--- src/rtl/glb_burst_feeder.sv ---
// Multi-channel GLB burst reader: per-channel strided burst FSM + 2-deep output FIFO,
// sharing one GLB read port through a round-robin arbiter.

module glb_feeder_ch #(
  parameter int DATA_WIDTH = 16,
  parameter int ADDR_WIDTH = 8,
  parameter int LEN_WIDTH  = 8
) (
  input  logic                  clk,
  input  logic                  rst_n,
  input  logic                  start,
  input  logic [ADDR_WIDTH-1:0] start_addr,
  input  logic [LEN_WIDTH-1:0]  length,
  input  logic [ADDR_WIDTH-1:0] stride,
  input  logic                  grant,
  input  logic                  push,
  input  logic [DATA_WIDTH-1:0] push_data,
  input  logic                  ready,
  output logic                  req,
  output logic [ADDR_WIDTH-1:0] addr,
  output logic [DATA_WIDTH-1:0] out_data,
  output logic                  out_valid,
  output logic                  busy,
  output logic                  done
);
  typedef enum logic [1:0] {IDLE, RUN, DRAIN} state_t;

  state_t                state_q, state_d;
  logic [ADDR_WIDTH-1:0] addr_q, stride_q;
  logic [LEN_WIDTH-1:0]  rem_q;
  logic [DATA_WIDTH-1:0] fifo_q [2];
  logic                  wr_ptr_q, rd_ptr_q;
  logic [1:0]            cnt_q;
  logic                  done_q;
  logic                  pop;
  logic [2:0]            occ;

  assign out_valid = (cnt_q != 2'd0);
  assign out_data  = fifo_q[rd_ptr_q];
  assign pop       = out_valid & ready;
  assign addr      = addr_q;
  assign done      = done_q;
  // push is the read granted last cycle, so it doubles as the in-flight flag
  assign occ       = {1'b0, cnt_q} + {2'b0, push} - {2'b0, pop};

  always_ff @(posedge clk or negedge rst_n) begin
    if (!rst_n) state_q <= IDLE;
    else        state_q <= state_d;
  end

  always_comb begin
    state_d = state_q;
    case (state_q)
      IDLE:    if (start && length != '0)         state_d = RUN;
      RUN:     if (grant && rem_q == LEN_WIDTH'(1)) state_d = DRAIN;
      DRAIN:   if (cnt_q == 2'd0 && !push)        state_d = IDLE;
      default:                                    state_d = IDLE;
    endcase
  end

  always_comb begin
    busy = (state_q != IDLE);
    req  = (state_q == RUN) && (rem_q != '0) && (occ < 3'd2);
  end

  always_ff @(posedge clk or negedge rst_n) begin
    if (!rst_n) begin
      addr_q   <= '0;
      stride_q <= '0;
      rem_q    <= '0;
      done_q   <= 1'b0;
    end else begin
      done_q <= (state_q == IDLE && start && length == '0) ||
                (state_q == DRAIN && state_d == IDLE);
      if (state_q == IDLE && start && length != '0) begin
        addr_q   <= start_addr;
        stride_q <= stride;
        rem_q    <= length;
      end else if (grant) begin
        addr_q <= addr_q + stride_q;
        rem_q  <= rem_q - LEN_WIDTH'(1);
      end
    end
  end

  always_ff @(posedge clk or negedge rst_n) begin
    if (!rst_n) begin
      fifo_q[0] <= '0;
      fifo_q[1] <= '0;
      wr_ptr_q  <= 1'b0;
      rd_ptr_q  <= 1'b0;
      cnt_q     <= 2'd0;
    end else begin
      if (push) begin
        fifo_q[wr_ptr_q] <= push_data;
        wr_ptr_q         <= ~wr_ptr_q;
      end
      if (pop) rd_ptr_q <= ~rd_ptr_q;
      case ({push, pop})
        2'b10:   cnt_q <= cnt_q + 2'd1;
        2'b01:   cnt_q <= cnt_q - 2'd1;
        default: cnt_q <= cnt_q;
      endcase
    end
  end
endmodule

module glb_burst_feeder #(
  parameter int DATA_WIDTH = 16,
  parameter int ADDR_WIDTH = 8,
  parameter int LEN_WIDTH  = 8,
  parameter int NUM_CH     = 2
) (
  input  logic                                 clk,
  input  logic                                 rst_n,
  input  logic [NUM_CH-1:0]                    start,
  input  logic [NUM_CH-1:0][ADDR_WIDTH-1:0]    start_addr,
  input  logic [NUM_CH-1:0][LEN_WIDTH-1:0]     length,
  input  logic [NUM_CH-1:0][ADDR_WIDTH-1:0]    stride,
  output logic                                 mem_rd_en,
  output logic [ADDR_WIDTH-1:0]                mem_rd_addr,
  input  logic [DATA_WIDTH-1:0]                mem_rd_data,
  output logic [NUM_CH-1:0][DATA_WIDTH-1:0]    out_data,
  output logic [NUM_CH-1:0]                    out_valid,
  input  logic [NUM_CH-1:0]                    out_ready,
  output logic [NUM_CH-1:0]                    busy,
  output logic [NUM_CH-1:0]                    done
);
  localparam int CW = (NUM_CH > 1) ? $clog2(NUM_CH) : 1;

  logic [NUM_CH-1:0]                 req, gnt, push;
  logic [NUM_CH-1:0][ADDR_WIDTH-1:0] ch_addr;
  logic [CW-1:0]                     ptr_q, gnt_idx, idx;
  logic                              gnt_any;
  logic                              rd_vld_q;
  logic [CW-1:0]                     rd_ch_q;

  // Round-robin: scan from ptr_q, first requester wins
  always_comb begin
    gnt_any = 1'b0;
    gnt_idx = '0;
    idx     = '0;
    for (int k = 0; k < NUM_CH; k++) begin
      idx = CW'((int'(ptr_q) + k) % NUM_CH);
      if (!gnt_any && req[idx]) begin
        gnt_any = 1'b1;
        gnt_idx = idx;
      end
    end
  end

  assign gnt         = gnt_any ? (NUM_CH'(1) << gnt_idx) : '0;
  assign mem_rd_en   = gnt_any;
  assign mem_rd_addr = gnt_any ? ch_addr[gnt_idx] : '0;

  always_ff @(posedge clk or negedge rst_n) begin
    if (!rst_n) begin
      ptr_q    <= '0;
      rd_vld_q <= 1'b0;
      rd_ch_q  <= '0;
    end else begin
      rd_vld_q <= gnt_any;
      rd_ch_q  <= gnt_idx;
      if (gnt_any) ptr_q <= (gnt_idx == CW'(NUM_CH - 1)) ? '0 : gnt_idx + CW'(1);
    end
  end

  for (genvar i = 0; i < NUM_CH; i++) begin : g_ch
    assign push[i] = rd_vld_q && (rd_ch_q == CW'(i));

    glb_feeder_ch #(
      .DATA_WIDTH (DATA_WIDTH),
      .ADDR_WIDTH (ADDR_WIDTH),
      .LEN_WIDTH  (LEN_WIDTH)
    ) u_ch (
      .clk        (clk),
      .rst_n      (rst_n),
      .start      (start[i]),
      .start_addr (start_addr[i]),
      .length     (length[i]),
      .stride     (stride[i]),
      .grant      (gnt[i]),
      .push       (push[i]),
      .push_data  (mem_rd_data),
      .ready      (out_ready[i]),
      .req        (req[i]),
      .addr       (ch_addr[i]),
      .out_data   (out_data[i]),
      .out_valid  (out_valid[i]),
      .busy       (busy[i]),
      .done       (done[i])
    );
  end
endmodule
--- config.mk ---
export PLATFORM = sky130hd
export DESIGN_NAME = glb_burst_feeder
export DESIGN_NICKNAME = d
export VERILOG_FILES = /design/src/rtl/glb_burst_feeder.sv
export SDC_FILE = /design/constraint.sdc
export NUM_CORES = 1
export LEC_CHECK = 0
export CAP_MARGIN = 40
export CORE_AREA = 2 2 106 108
export CTS_CLUSTER_SIZE = 30
export DETAILED_ROUTE_END_ITERATION = 8
export DIE_AREA = 0 0 108 110
export DONT_BUFFER_PORTS = 1
export GPL_TIMING_DRIVEN = 0
export PLACE_DENSITY_LB_ADDON = 0.25
export SETUP_SLACK_MARGIN = 0.5
export SLEW_MARGIN = 20
export SYNTH_ARGS = -nofsm -noshare
export SYNTH_HDL_FRONTEND = slang
export SYNTH_SLANG_ARGS = --single-unit
--- constraint.sdc ---
create_clock -name clk -period 5.5 [get_ports clk]
set_clock_uncertainty 0.2 [all_clocks]
set_input_delay 1.1 -clock clk [delete_from_list [all_inputs] [get_ports clk]]
set_output_delay 1.1 -clock clk [all_outputs]
set_load 0.02 [all_outputs]
# Word-level counts from Yosys, hierarchy flattened
# Index checks and enable logic that the tools add are counted.
classes:
  n_addsub: 14
  n_lt_le_gt_ge: 11
  eq_ne: 10
  shifts: 1
  mux: 43
  bitwise_logic: 11
  reduce_logical: 48
ops:
  columns: ["cell", "n"]
  rows:
  - ["$mux 16", 8]
  - ["$mux 8", 11]
  - ["$bwmux 32", 2]
  - ["$demux 16 s1", 2]
  - ["$reduce_bool 8->1", 4]
  - ["$logic_and 1x1->1", 23]
  - ["$add 8x8->8", 2]
  - ["$eq 8x1->1 const B", 2]
  - ["$logic_not 8->1", 2]
  - ["$reduce_bool 2->1", 8]
  - ["$sub 8x1->8 const B", 2]
  - ["$mux 2", 7]
  - ["$logic_not 2->1", 6]
  - ["$pmux 2 s3", 2]
  - ["$mux 1", 9]
  - ["$eq 2x1->1 const B", 4]
  - ["$eq 2x2->1 const B", 4]
  - ["$ge 2x2->1 const B", 4]
  - ["$not 1->2", 4]
  - ["$pmux 2 s2", 2]
  - ["$add 2x1->3", 2]
  - ["$lt 1x2->1 const B", 3]
  - ["$lt 3x2->1 const B", 2]
  - ["$sub 3x1->3", 2]
  - ["other kinds (9)", 21]
totals:
  register_bits: 129
  in_bits: 70
  output_inout_bits: 47
  word_cells: 161

# Longest topological paths before layout
depth:
  word_depth: 20
  ltp_mapped: 13
  ltp_nobuf: 12

# Cells and area by module
# Synthesis repeated with hierarchy kept, for this count alone.
unflattened:
  cells_unflattened: 588
  area_unflattened_um2: 6675.2
modules_own_cells:
  columns: ["module", "instances", "cells_per_inst", "area_per_inst_um2", "seq_area_each_um2"]
  rows:
  - ["glb_feeder_ch at g_ch[0].u_ch", 1, 275, 3225.6, 1576.5]
  - ["glb_feeder_ch at g_ch[1].u_ch", 1, 291, 3203.1, 1576.5]
  - ["glb_burst_feeder", 1, 22, 246.5, 75.1]

# Worst setup path before layout
# No wires, ideal clock.
synth_timing:
  path_type: "input to output"
  from: "input out_ready[1]"
  to: "output mem_rd_addr[1]"
  t_arrival_ns: 2.979
  t_required_ns: 4.200
  path_slack_ns: 1.221
  cell_stages: 8
  n_path_buf: 1
  path_cell_list: "xnor2_1 nand2_1 fa_1 xor2_1 a211oi_2 o21ai_4 clkbuf_1 o22ai_1"
synth_between:
  elab_chain_len: 13
  word_cells_on_any_way: 17
  classes_between: "add/sub: 1; order compare: 1; mux: 11; bitwise: 1; reduce/logical: 3"
synth_lines:
  columns: ["element", "line", "text"]
  rows:
  - ["start, declared", "125", "input logic [NUM_CH-1:0] out_ready,"]
  - ["$and 1x1->1 (*)", "40", "assign pop = out_valid & ready;"]
  - ["$sub 3x1->3 (*)", "44", "assign occ = {1'b0, cnt_q} + {2'b0, push} - {2'b0, pop};"]
  - ["$lt 3x2->1 (*)", "63", "req = (state_q == RUN) && (rem_q != '0) && (occ < 3'd2);"]
  - ["$logic_and 1x1->1 (*)", "63", null]
  - ["$mux 1 (implied by the code) (2 in a row)", "145", "if (!gnt_any && req[idx]) begin"]
  - ["$mux 1", "145", null]
  - ["$logic_not 1->1", "145", null]
  - ["$logic_and 1x1->1", "145", null]
  - ["$mux 1", "145", null]
  - ["$mux 8 (implied by the code) (2 in a row)", "154", "assign mem_rd_addr = gnt_any ? ch_addr[gnt_idx] : '0;"]
  - ["$mux 8 (*)", "154", null]
  - ["end, declared", "121", "output logic [ADDR_WIDTH-1:0] mem_rd_addr,"]
# Mark *: on every way between the ends. The rest lies on a longest branch, timed or not. The select of a mux whose other input is x is not followed.

# Final worst setup path
layout_timing:
  from: "register rd_ch_q"
  to: "output mem_rd_addr[3]"
layout_between:
  elab_chain_len: 15
  word_cells_on_any_way: 24
  classes_between: "add/sub: 4; order compare: 2; mux: 11; bitwise: 1; reduce/logical: 6"
layout_lines:
  columns: ["element", "line", "text"]
  rows:
  - ["start, declared", "136", "logic [CW-1:0] rd_ch_q;"]
  - ["start signal, assigned", "163", "rd_ch_q <= gnt_idx;"]
  - ["$not 1->1", "169", "assign push[i] = rd_vld_q && (rd_ch_q == CW'(i));"]
  - ["$logic_and 1x1->1", "169", null]
  - ["$add 2x1->3", "44", null]
  - ["$sub 3x1->3", "44", null]
  - ["$lt 3x2->1", "63", null]
  - ["$logic_and 1x1->1", "63", null]
  - ["$mux 1 (implied by the code) (2 in a row)", "145", null]
  - ["$mux 1", "145", null]
  - ["$logic_not 1->1", "145", null]
  - ["$logic_and 1x1->1", "145", null]
  - ["$mux 1 (*)", "145", null]
  - ["via gnt_idx", "133", "logic [CW-1:0] ptr_q, gnt_idx, idx;"]
  - ["$mux 8 (implied by the code) (*) (2 in a row)", "154", null]
  - ["$mux 8 (*)", "154", null]
# Mark *: on every way through the listed nets, which the timed path passes. The rest lies on a longest branch. The select of a mux whose other input is x is not followed.

==> results by group <==
Synth
  – Synth Cell Area: 6560 µm²
  – Per-instance average area after synthesis: between 10 and 15 µm²
  – Post-Synth XOR/XNOR Area: 0.0240
  – Dominant cells by area after synthesis: dfrtp_1, mux2_2, nand2_1
  – Largest area contributor in the synthesized netlist: dfrtp_1
  – Cells after Synth: 588
  – Compound-gate portion of the synthesized area: 0.104
  – Top FF cell, synth: dfrtp_1
  – Async set-or-reset flop fraction in the synthesized netlist: 1.00
  – Post-synth EDFFs: 0
  – Mux contribution to synthesized area: 0.181
  – Post-synth cell types: 56
  – YS warnings: 0
  – Simple-Gate Fraction of Synth Area: 0.117
  – Sequential area share after synthesis: 0.492
  – Adder-cell share of the synthesized area: 0.0465
  – Post-synth top area share: 0.492
  – Post-synthesis register bit count: 129
  – Largest family of logic cells by synthesized area: multiplexers
  – Mapped Nets: between 600 and 700

Floorplan
  – Die W: roughly 110 µm
  – FP Rows: 38
  – Core ar.: 10700 µm²
  – Initial Utilization: 0.613
  – Full die area: about 12000 µm²
  – Die Y: 110 µm
  – Top Ports: about 120

Power
  – Power density over the cells: roughly 810 nW/µm²
  – Maximum VDD drop: roughly 500 µV
  – Leakage Power: 3.16 nW

Critical path
  – R2R Path Start: g_ch[1].u_ch.cnt_q[1]$_DFFE_PN0N_
  – Crit. Startpoint: rd_ch_q$_DFF_PN0_
  – WS Path Type: reg2out
  – CP Data Arrival Time: approximately 3.4 ns
  – Required @ worst endpoint: 4.20 ns
  – CP Launch Type: flip-flop
  – Slowest cell on the critical path: fa_1
  – Crit-path max FO: 10
  – CP max stage delay: a little under 0.4 ns
  – Crit path capture type: output port
  – CP Cell Sequence: nand2b_1 -> clkbuf_1 -> nor2_1 -> o21ai_0 -> fa_1 -> xnor2_1 -> o211ai_4 -> o21ai_4 -> clkinv_4 -> buf_2 -> a22o_1

STA
  – Final setup fails: 0
  – Setup ws final: around 0.8 ns
  – Setup TNS Final: 0 ns
  – Max Clk Rate: approximately 210 MHz
  – Worst-margin pin slew: roughly 0.69 ns
  – RSZ-0062 raised after global routing: false
  – Fin crit share: 0.854
  – Slew HR: 0.541
  – Max Transition Viols Final: 0
  – Min Tclk post-route: 4.70 ns
  – Final hold viol count: 0

CTS
  – Clock Sinks: approximately 130
  – # H-tree levels: 4
  – Clk buf depth: 2
  – Clock Tree Root: clkbuf_8
  – Post-CTS Setup Bufs: 0
  – Cts bufs inserted: 17
  – CTS tree: yes
  – # hold bufs at CTS: 0
  – CTS clock-pin slew for the worst setup and hold paths: ~0.06 ns
  – Clock Latency Late Sink: ~0.52 ns
  – PostCTS Resize Cnt: 0

Placed design
  – Post-placement setup slack: 0.790 ns
  – I/O Buffers: 0
  – Hpwl dp: between 9000 and 10000 µm
  – Routability cong.: 0.870

Route
  – Via count: 4554
  – Detail Route Antenna Nets: 0
  – Routed wire length: 13900 µm
  – Post-detailed-route via-to-cell ratio: 6.00
  – Routed WL per cell: about 18 µm
  – DRT iter0 DRCs: between 200 and 300
  – DRC viols: 0
  – DRT Pass-1 Iters: 5

Global route
  – Number of global-route vias before repair: ~4.7k
  – Overall Global Routing Usage: 0.245
  – Initial antenna violation count: 0
  – First-pass GRT wire length: ~23000 µm
  – Grt ovf: 0
  – Largest net degree at the start of global routing: 130

Cells and area
  – Reg area: around 3200 µm²
  – Ant. Diodes: 0
  – Area of the multi-input gates: 3110 µm²
  – Fill cells: 776
  – Area grow syn2layout: 11.9%
  – Layout cells sized above 1: 0.254
  – Nets@finish: around 700

Run status
  – Outcome: completed

Min path
  – Path type of the worst min-delay path: in2async

Flow run
  – MaxCap Viol Count: 0
-- layout by cell type (no fill, tap or decap), drive strengths merged, types with 2 or more instances in the layout --
cell type    n
dfrtp      129
ha          18
buf         14
nand2b       6
or2          5
nand4        2
a22oi        3
o22ai        6
a221o        6
nor2b        3
a21o         2
a22o         7
nor3b        2
and3         2
nor4         6
mux2i        3
nor3         8
nand2       71
xnor2       11
nor2        35
inv         22
or3          3
mux2       103
o21a         3
a31oi        5
xor2         7
clkinv       6
o211ai       6
a21oi       19
bufinv       4
or4          6
fa           4
o311ai       4
nand3       10
clkbuf      34
nand3b       3
o221ai       2
o21ai       25
-- per-layer routing --
layer  track usage  wire length (µm)  vias to the layer above
met5             0                 0                        -
met4        0.0842               153                        0
met3        0.0747               953                       15
met2         0.418              6960                      125
met1         0.296              5870                     2275
li1              -                 -                     2139
-- registers in the layout (all words and copies together) (netlist names) --
| signal | count |
|---|---|
| ptr_q | 1 |
| g_ch.u_ch.rem_q | 16 |
| g_ch.u_ch.cnt_q | 4 |
| g_ch.u_ch.addr | 16 |
| g_ch.u_ch.stride_q | 16 |
| g_ch.u_ch.wr_ptr_q | 2 |
| rd_ch_q | 1 |
| g_ch.u_ch.fifo_q | 64 |
| rd_vld_q | 1 |
| g_ch.u_ch.rd_ptr_q | 2 |
| g_ch.u_ch.state_q | 4 |
| g_ch.u_ch.done | 2 |
-- final timing paths --
kind	endpoint	cells after the start	slack, ns
max in group asynchronous	g_ch[1].u_ch.rem_q[6]$_DFFE_PN0P_	0	4.85
min in group clk	g_ch[1].u_ch.stride_q[5]$_DFFE_PN0P_	2	0.28
min	g_ch[1].u_ch.fifo_q[2]$_DFFE_PN0P_	0	0.08
max reg2reg	g_ch[0].u_ch.addr[6]$_DFFE_PN0P_	11	2.25
max	mem_rd_addr[3]	11	0.80
min reg2reg	g_ch[1].u_ch.stride_q[5]$_DFFE_PN0P_	2	0.28
-- cell families (layout without fill, tap and decap cells) --
kind of cell | after synthesis | count (layout)
and+or+nand+nor | 165 | 165
DFF | 129 | 129
muxes | 106 | 106
AOI/OAI and AO/OA | 98 | 98
buffers and inverters | 50 | 81
adders and majority gates | 22 | 22
xor gates and xnor gates | 18 | 18
-- power breakdown --
group          leakage (nW)  switching, W  internal, W
sequential             1.53      0.000302      0.00143
clock                 0.292      0.000399     0.000744
combinational          1.34       0.00178      0.00126
total                  3.16       0.00248      0.00344
-- through the flow --
step	hold WS, ns	utilization	cells	total power, W	instance area, µm²
global placement	0.266	0.629	728	0.00465	6730
finish	0.0818	0.686	759	0.00592	7340
global route	0.0550	0.686	759	0.00634	7340
detailed placement	0.269	0.629	728	0.00478	6730
floorplan	0.250	-	588	0.00416	6560
CTS	0.0606	0.685	759	0.00595	7330
-- worst max-delay path, delay by kind of cell, from the launching register on --
kind	cells	cell delay (ns)
buf+inv	3	0.57
fa+ha+maj	1	0.39
compound gates	4	0.95
xor+xnor	1	0.27
simple gates	2	0.32
flops	1	0.38
-- cells in the mapped netlist, drive strengths merged (7+ instances only) --
master / n
o21ai: 25
clkbuf: 13
nand2: 71
inv: 22
a22o: 7
ha: 18
a21oi: 19
dfrtp: 129
xnor2: 11
mux2: 103
nand3: 10
nor3: 8
buf: 14
nor2: 35
xor2: 7
-- layout make-up --
class	instances	share of cell area
plain buffers	27	0.0181
clock buffers	21	0.0598
clock inverters	10	0.0218
inverters	23	0.0124
multi-input cells	409	0.424
flip-flops and latches	129	0.440
well taps	140	0.0239
Power figures use the tool's default switching activity.
